--- src/rtl/tri_setup.sv ---
`timescale 1ns/1ps
// Triangle setup: edge increments, row-wrap increments and tile-origin edge values.
// Latency: rast_start 11 cycles after accept (tri_done in cycle 11 if culled).
// Backpressure: tri_ready only in IDLE; holds until downstream rast_done.
module tri_setup (
    input  logic                clk,
    input  logic                rst,
    input  logic                tri_valid,
    output logic                tri_ready,
    input  logic signed [11:0]  v0x,
    input  logic signed [11:0]  v0y,
    input  logic signed [11:0]  v1x,
    input  logic signed [11:0]  v1y,
    input  logic signed [11:0]  v2x,
    input  logic signed [11:0]  v2y,
    input  logic        [4:0]   tile_x,
    input  logic        [4:0]   tile_y,
    output logic signed [18:0]  A01,
    output logic signed [18:0]  A12,
    output logic signed [18:0]  A20,
    output logic signed [23:0]  B01,
    output logic signed [23:0]  B12,
    output logic signed [23:0]  B20,
    output logic signed [31:0]  w0,
    output logic signed [31:0]  w1,
    output logic signed [31:0]  w2,
    output logic                rast_start,
    input  logic                rast_done,
    output logic                tri_done,
    output logic                tri_culled
);

    typedef enum logic [2:0] {IDLE, DIFF, MUL, NORM, LAUNCH, WAIT, DONE} state_t;

    state_t             r_state;
    logic signed [11:0] r_v0x, r_v0y, r_v1x, r_v1y, r_v2x, r_v2y;
    logic        [4:0]  r_tx, r_ty;
    logic signed [12:0] r_a01, r_a12, r_a20;
    logic signed [12:0] r_b01, r_b12, r_b20;
    logic signed [12:0] r_px, r_py;
    logic        [2:0]  r_mcnt;
    logic signed [31:0] r_area, r_e12, r_e20, r_e01;
    logic               r_ready, r_start, r_done, r_culled;
    logic signed [18:0] r_A01, r_A12, r_A20;
    logic signed [23:0] r_B01, r_B12, r_B20;
    logic signed [31:0] r_w0, r_w1, r_w2;

    function automatic logic signed [12:0] sx13(input logic signed [11:0] v);
        return {v[11], v};
    endfunction

    function automatic logic signed [13:0] sx14(input logic signed [11:0] v);
        return {{2{v[11]}}, v};
    endfunction

    function automatic logic signed [18:0] sx19(input logic signed [12:0] v);
        return {{6{v[12]}}, v};
    endfunction

    function automatic logic signed [23:0] sx24(input logic signed [12:0] v);
        return {{11{v[12]}}, v};
    endfunction

    // Row-wrap increment before orientation: Braw - 31*A, with 31*A = (A<<5)-A.
    function automatic logic signed [23:0] row_wrap(input logic signed [12:0] braw,
                                                    input logic signed [12:0] a);
        logic signed [23:0] a24;
        a24 = sx24(a);
        return sx24(braw) - ((a24 <<< 5) - a24);
    endfunction

    // Differences feeding the second multiplier operand, all 14-bit signed.
    logic signed [13:0] w_px14, w_py14;
    logic signed [13:0] w_d_v2x_v0x, w_d_v2y_v0y;
    logic signed [13:0] w_d_px_v0x, w_d_py_v0y, w_d_px_v1x, w_d_py_v1y, w_d_px_v2x, w_d_py_v2y;

    assign w_px14      = {1'b0, r_px};
    assign w_py14      = {1'b0, r_py};
    assign w_d_v2x_v0x = sx14(r_v2x) - sx14(r_v0x);
    assign w_d_v2y_v0y = sx14(r_v2y) - sx14(r_v0y);
    assign w_d_px_v0x  = w_px14 - sx14(r_v0x);
    assign w_d_py_v0y  = w_py14 - sx14(r_v0y);
    assign w_d_px_v1x  = w_px14 - sx14(r_v1x);
    assign w_d_py_v1y  = w_py14 - sx14(r_v1y);
    assign w_d_px_v2x  = w_px14 - sx14(r_v2x);
    assign w_d_py_v2y  = w_py14 - sx14(r_v2y);

    logic signed [12:0] w_mul_a;
    logic signed [13:0] w_mul_b;
    logic signed [26:0] w_prod;
    logic signed [31:0] w_prod32;

    // Operand select for the single shared multiplier: two products per accumulator.
    always_comb begin
        w_mul_a = '0;
        w_mul_b = '0;
        case (r_mcnt)
            3'd0: begin w_mul_a = r_a01; w_mul_b = w_d_v2x_v0x; end
            3'd1: begin w_mul_a = r_b01; w_mul_b = w_d_v2y_v0y; end
            3'd2: begin w_mul_a = r_a12; w_mul_b = w_d_px_v1x;  end
            3'd3: begin w_mul_a = r_b12; w_mul_b = w_d_py_v1y;  end
            3'd4: begin w_mul_a = r_a20; w_mul_b = w_d_px_v2x;  end
            3'd5: begin w_mul_a = r_b20; w_mul_b = w_d_py_v2y;  end
            3'd6: begin w_mul_a = r_a01; w_mul_b = w_d_px_v0x;  end
            default: begin w_mul_a = r_b01; w_mul_b = w_d_py_v0y; end
        endcase
    end

    assign w_prod   = {{14{w_mul_a[12]}}, w_mul_a} * {{13{w_mul_b[13]}}, w_mul_b};
    assign w_prod32 = {{5{w_prod[26]}}, w_prod};

    // Vertex bounding box against the tile's pixel range.
    logic signed [11:0] w_max_x, w_min_x, w_max_y, w_min_y;
    logic signed [11:0] w_mx01, w_nx01, w_my01, w_ny01;
    logic signed [13:0] w_px_hi, w_py_hi;
    logic               w_bbox_miss, w_cull, w_neg;

    assign w_mx01  = (r_v0x > r_v1x) ? r_v0x : r_v1x;
    assign w_nx01  = (r_v0x < r_v1x) ? r_v0x : r_v1x;
    assign w_my01  = (r_v0y > r_v1y) ? r_v0y : r_v1y;
    assign w_ny01  = (r_v0y < r_v1y) ? r_v0y : r_v1y;
    assign w_max_x = (w_mx01 > r_v2x) ? w_mx01 : r_v2x;
    assign w_min_x = (w_nx01 < r_v2x) ? w_nx01 : r_v2x;
    assign w_max_y = (w_my01 > r_v2y) ? w_my01 : r_v2y;
    assign w_min_y = (w_ny01 < r_v2y) ? w_ny01 : r_v2y;
    assign w_px_hi = w_px14 + 14'sd31;
    assign w_py_hi = w_py14 + 14'sd31;

    assign w_bbox_miss = (sx14(w_max_x) < w_px14) || (sx14(w_min_x) > w_px_hi) ||
                         (sx14(w_max_y) < w_py14) || (sx14(w_min_y) > w_py_hi);
    assign w_cull      = (r_area == 32'sd0) || w_bbox_miss;
    // Clockwise (negative area) triangles are flipped so inside is always positive.
    assign w_neg       = r_area[31];

    logic signed [18:0] w_a01_19, w_a12_19, w_a20_19;
    logic signed [23:0] w_rw01, w_rw12, w_rw20;

    assign w_a01_19 = sx19(r_a01);
    assign w_a12_19 = sx19(r_a12);
    assign w_a20_19 = sx19(r_a20);
    assign w_rw01   = row_wrap(r_b01, r_a01);
    assign w_rw12   = row_wrap(r_b12, r_a12);
    assign w_rw20   = row_wrap(r_b20, r_a20);

    // Setup sequencer: capture, differences, 8 shared multiplies, cull/normalise, launch, wait.
    always_ff @(posedge clk or posedge rst) begin
        if (rst) begin
            r_state  <= IDLE;
            r_ready  <= 1'b1;
            r_start  <= 1'b0;
            r_done   <= 1'b0;
            r_culled <= 1'b0;
            r_v0x <= '0; r_v0y <= '0; r_v1x <= '0; r_v1y <= '0; r_v2x <= '0; r_v2y <= '0;
            r_tx  <= '0; r_ty  <= '0;
            r_a01 <= '0; r_a12 <= '0; r_a20 <= '0;
            r_b01 <= '0; r_b12 <= '0; r_b20 <= '0;
            r_px  <= '0; r_py  <= '0;
            r_mcnt <= '0;
            r_area <= '0; r_e12 <= '0; r_e20 <= '0; r_e01 <= '0;
            r_A01 <= '0; r_A12 <= '0; r_A20 <= '0;
            r_B01 <= '0; r_B12 <= '0; r_B20 <= '0;
            r_w0  <= '0; r_w1  <= '0; r_w2  <= '0;
        end else begin
            r_start  <= 1'b0;
            r_done   <= 1'b0;
            r_culled <= 1'b0;
            case (r_state)
                IDLE: begin
                    if (tri_valid) begin
                        r_v0x <= v0x; r_v0y <= v0y;
                        r_v1x <= v1x; r_v1y <= v1y;
                        r_v2x <= v2x; r_v2y <= v2y;
                        r_tx  <= tile_x;
                        r_ty  <= tile_y;
                        r_ready <= 1'b0;
                        r_state <= DIFF;
                    end
                end
                DIFF: begin
                    r_a01 <= sx13(r_v0y) - sx13(r_v1y);
                    r_a12 <= sx13(r_v1y) - sx13(r_v2y);
                    r_a20 <= sx13(r_v2y) - sx13(r_v0y);
                    r_b01 <= sx13(r_v1x) - sx13(r_v0x);
                    r_b12 <= sx13(r_v2x) - sx13(r_v1x);
                    r_b20 <= sx13(r_v0x) - sx13(r_v2x);
                    r_px  <= {3'b000, r_tx, 5'b00000};
                    r_py  <= {3'b000, r_ty, 5'b00000};
                    r_area <= '0; r_e12 <= '0; r_e20 <= '0; r_e01 <= '0;
                    r_mcnt <= '0;
                    r_state <= MUL;
                end
                MUL: begin
                    case (r_mcnt[2:1])
                        2'd0:    r_area <= r_area + w_prod32;
                        2'd1:    r_e12  <= r_e12  + w_prod32;
                        2'd2:    r_e20  <= r_e20  + w_prod32;
                        default: r_e01  <= r_e01  + w_prod32;
                    endcase
                    r_mcnt <= r_mcnt + 3'd1;
                    if (r_mcnt == 3'd7)
                        r_state <= NORM;
                end
                NORM: begin
                    if (w_cull) begin
                        r_done   <= 1'b1;
                        r_culled <= 1'b1;
                        r_state  <= DONE;
                    end else begin
                        r_A01 <= w_neg ? -w_a01_19 : w_a01_19;
                        r_A12 <= w_neg ? -w_a12_19 : w_a12_19;
                        r_A20 <= w_neg ? -w_a20_19 : w_a20_19;
                        r_B01 <= w_neg ? -w_rw01 : w_rw01;
                        r_B12 <= w_neg ? -w_rw12 : w_rw12;
                        r_B20 <= w_neg ? -w_rw20 : w_rw20;
                        r_w0  <= w_neg ? -r_e12 : r_e12;
                        r_w1  <= w_neg ? -r_e20 : r_e20;
                        r_w2  <= w_neg ? -r_e01 : r_e01;
                        r_start <= 1'b1;
                        r_state <= LAUNCH;
                    end
                end
                LAUNCH: begin
                    r_state <= WAIT;
                end
                WAIT: begin
                    if (rast_done) begin
                        r_done  <= 1'b1;
                        r_state <= DONE;
                    end
                end
                default: begin
                    r_ready <= 1'b1;
                    r_state <= IDLE;
                end
            endcase
        end
    end

    assign tri_ready  = r_ready;
    assign rast_start = r_start;
    assign tri_done   = r_done;
    assign tri_culled = r_culled;
    assign A01 = r_A01;
    assign A12 = r_A12;
    assign A20 = r_A20;
    assign B01 = r_B01;
    assign B12 = r_B12;
    assign B20 = r_B20;
    assign w0  = r_w0;
    assign w1  = r_w1;
    assign w2  = r_w2;

endmodule

--- config.mk ---
export PLATFORM = sky130hd
export DESIGN_NAME = tri_setup
export DESIGN_NICKNAME = d
export VERILOG_FILES = /design/src/rtl/tri_setup.sv
export SDC_FILE = /design/constraint.sdc
export NUM_CORES = 2
export LEC_CHECK = 0
export CAP_MARGIN = 40
export CORE_MARGIN = 1.5
export CORE_UTILIZATION = 61
export CTS_BUF_LIST = sky130_fd_sc_hd__clkbuf_4 sky130_fd_sc_hd__clkbuf_8 sky130_fd_sc_hd__clkbuf_16
export DETAILED_ROUTE_END_ITERATION = 7
export PLACE_DENSITY = 0.82
export SETUP_SLACK_MARGIN = 0.02
export SYNTH_ARGS = -nofsm -noshare
export SYNTH_HDL_FRONTEND = slang
export SYNTH_SLANG_ARGS = --single-unit
--- constraint.sdc ---
create_clock -name clk -period 24.3 [get_ports clk]
set_clock_uncertainty 0.1 [all_clocks]
set_input_delay 3.645 -clock clk [delete_from_list [all_inputs] [get_ports clk]]
set_output_delay 3.645 -clock clk [all_outputs]
set_load 0.01 [all_outputs]
==> summary.md <==
| Metric | Value |
|---|---|
| Status | finished clean |
| Tmin final | 12.68 ns |
| Number of synthesized flops with an enable pin | 0 |
| Largest family of logic cells by synthesized area | adder cells |
| DR iter-0 viols | ~4300 |
| Die X | 280 µm |
| Post-DP HPWL | 109000 µm |
| Slew Limit Fails | 0 |
| Tcrit/Tclk final | 0.522 |
| Initial antenna violation count | 5 |
| Post-Synth Simple-Gate Area | 0.160 |
| # nets final | approximately 6500 |
| Slowest-stage cell, CP | dfrtp_1 |
| Post-synth top area cell | dfrtp_1 |
| Crit-path max FO | 25 |
| FMAX | ~80 MHz |
| Cell count after synthesis | approximately 5500 |
| Synth area leaders | dfrtp_1, ha_1, fa_1 |
| Area grow syn2layout | 13.9% |
| Rows | around 100 |
| PostCTS Resize Cnt | 0 |
| Crit path top cell by count | a21oi_1 |
| Hold path cells | 2 |
| Fin. Hold Viols | 0 |
| Post-CTS Setup Inserts | 0 |
| Seq cells post-synth | 533 |
| Most frequent cells in the layout | nand2_1, o21ai_0, dfrtp_1, inv_1, ha_1 |
| Ys flop type | dfrtp_1 |
| GR Util All Layers | 0.357 |
| Total Die Area | 78300 µm² |
| Critical path startpoint category | register |
| IO buf count | roughly 310 |
| Max cap viols | 0 |
| Hold Crit Class | reg2reg |
| ANT cells | 0 |
| Area after DPL | 51100 µm² |
| Core ar. | 75900 µm² |
| Mux contribution to synthesized area | 0.0119 |
| Routability Congestion | 1.02 |
| WL/cell | 20.5 µm |
| Ys Warns | 0 |
| Register area share after synthesis | 0.285 |
| Worst R2R Start | r_mcnt[2] |
| Hold wc startpoint | w1[26] |
| Yosys cell types | 90 |
| Cts bufs inserted | 60 |
| Worst setup startpoint | r_mcnt[2] |
| Clock root buffer | clkbuf_16 |
| Slew HR | 0.346 |
| Clock tree sinks | 533 |
| # fillers | 5959 |
| Aggregate global routing overflow | 0 |
| Worst Max-Slew Pin Slew | about 0.98 ns |
| Worst Hold Path EP | w1[26] |
| Setup_tns | 0 ns |
| CTS hold repair buffers | 0 |
| First-pass GRT wire length | 220000 µm |
| Syn Area/Cell | 8.49 µm² |
| Commonest non-fill, non-tap cell in the layout | nand2_1 |
| Fraction of layout cells with a size suffix above 1 | 0.0462 |
| Synth Area in Compound Gates | 0.197 |
| H-Tree Depth | 2 |
| Synth top area share | 0.285 |
| Critical Path Sink Type | register |
| RSZ-0062 raised after global routing | false |
| TritonCTS clock tree | yes |
| Final core occ | 0.701 |
| Boundary Pins | 315 |
| DRT Pass-1 Iters | 6 |
| DRC | 0 |
| Final instance area | between 50000 and 60000 µm² |
| ANT nets after route | 0 |
| Flop2flop setup slack | roughly 12 ns |
| WL final | 140000 µm |
| Synthesized cell area | 46800 µm² |
| Adder-Cell Fraction of Synth Area | 0.208 |
| Initial Util | 0.616 |
| Syn nets | 6240 |
| Number of global-route vias before repair | 39600 |
| Reg2reg path depth | 44 |
| Clock latency on the worst-skew pair | 0.66 ns |
| Reg2reg end | r_e01[31] |
| Via count | approximately 42000 |
| Final setup viols | 0 |
| Ys async rst share | 1.00 |
| Critical path class | reg2reg |
| Data arrival, critical path | 13.14 ns |
| Crit path largest cell delay | 0.90 ns |
| Xor-xnor portion of the synthesized cell area | 0.0770 |
| Pin count of the biggest net entering global routing | 173 |
| Maximum root-to-sink buffer count | 3 |
| Vias per cell | 6.11 |
| Die height | 280 µm |
| Worst EP required | between 20 and 25 ns |
| CTS clk-pin slew, worst paths | ~0.060 ns |
worst max path at each step:
stage	end	slack [ns]	depth (start not counted)
floorplan	A01[0]	5.66	1
global placement	r_e01[31]	12.07	45
detailed placement	r_e01[31]	11.97	46
CTS	r_e01[31]	11.91	44
global route	r_e01[31]	10.77	44
finish	r_e01[31]	11.62	44
registers in the layout, indices dropped and copies added (netlist names), 13 cells and up:
register and count:
A12 19, r_e20 32, w2 32, w1 32, A01 19, r_area 32, B01 24, r_e12 32
A20 19, r_b01 13, w0 32, B12 24, r_e01 32, r_b20 13, B20 24, r_a20 13
r_b12 13, r_a12 13, r_a01 13
cells in the mapped netlist (11+ instances only):
cell type	instances
a211oi_1	26
buf_2	29
o21ai_1	30
xor2_1	207
a21boi_0	11
nor3_1	63
dfrtp_1	532
nand2b_1	108
nor2b_1	58
nand2_1	679
nand3_1	173
ha_1	436
o211ai_1	18
or4_1	12
o21bai_1	36
inv_1	515
mux2i_1	22
xnor2_1	204
nor4_1	23
o21ai_0	655
o2111ai_1	11
a22oi_1	45
or3_1	56
o31ai_1	75
a21o_1	133
nand4_1	40
fa_1	214
o21a_1	55
a31oi_1	25
or2_2	18
a21oi_1	236
mux2_2	30
a221oi_1	12
and2_1	22
nor2_1	295
and3_1	34
clkbuf_1	172
o41ai_1	23
buf_1	19
area by class of cell:
class,count,area [µm²],share of cell area
Sequential cell,533,13300,0.251
Clock inverter,38,464,0.00872
Multi-Input combinational cell,4233,30700,0.576
Timing Repair Buffer,386,3830,0.0719
Tap cell,1030,1290,0.0242
Inverter,517,1950,0.0366
Clock buffer,75,1700,0.0319
through the flow:
| step | setup WS, ns | hold slack [ns] | std cells |
|---|---|---|---|
| global placement | 12.07 | 0.358 | 6679 |
| detailed placement | 11.97 | 0.365 | 6696 |
| CTS | 11.91 | 0.378 | 6809 |
| global route | 10.77 | 0.392 | 6812 |
| floorplan | 5.66 | 0.362 | 5504 |
| finish | 11.62 | 0.376 | 6812 |
critical path: cells and delay by family (launching register included):
family                     cells  cell delay, ns
DFF                            1            0.90
buffers and inverters          6            0.82
xor gates and xnor gates       3            1.11
AOI/OAI and AO/OA             21            4.92
and+or+nand+nor                4            0.49
adders and majority gates     10            4.24
routing by layer:
layer | vias up | routed length [µm] | GRT usage
met3 | 347 | 13400 | 0.0777
met4 | 6 | 5930 | 0.138
met2 | 1834 | 61600 | 0.550
met5 | - | 37 | 0
li1 | 19400 | - | -
met1 | 20000 | 58700 | 0.490
logic make-up after synthesis:
| logic type | after synthesis |
|---|---|
| AOI/OAI and AO/OA | 1504 |
| DFF | 533 |
| xor gates and xnor gates | 411 |
| and+or+nand+nor | 1616 |
| muxes | 52 |
| buffers and inverters | 738 |
| adders and majority gates | 650 |
Power is not shown: default switching activity piles up to over one toggle a cycle in this logic, so the estimate is an artifact.
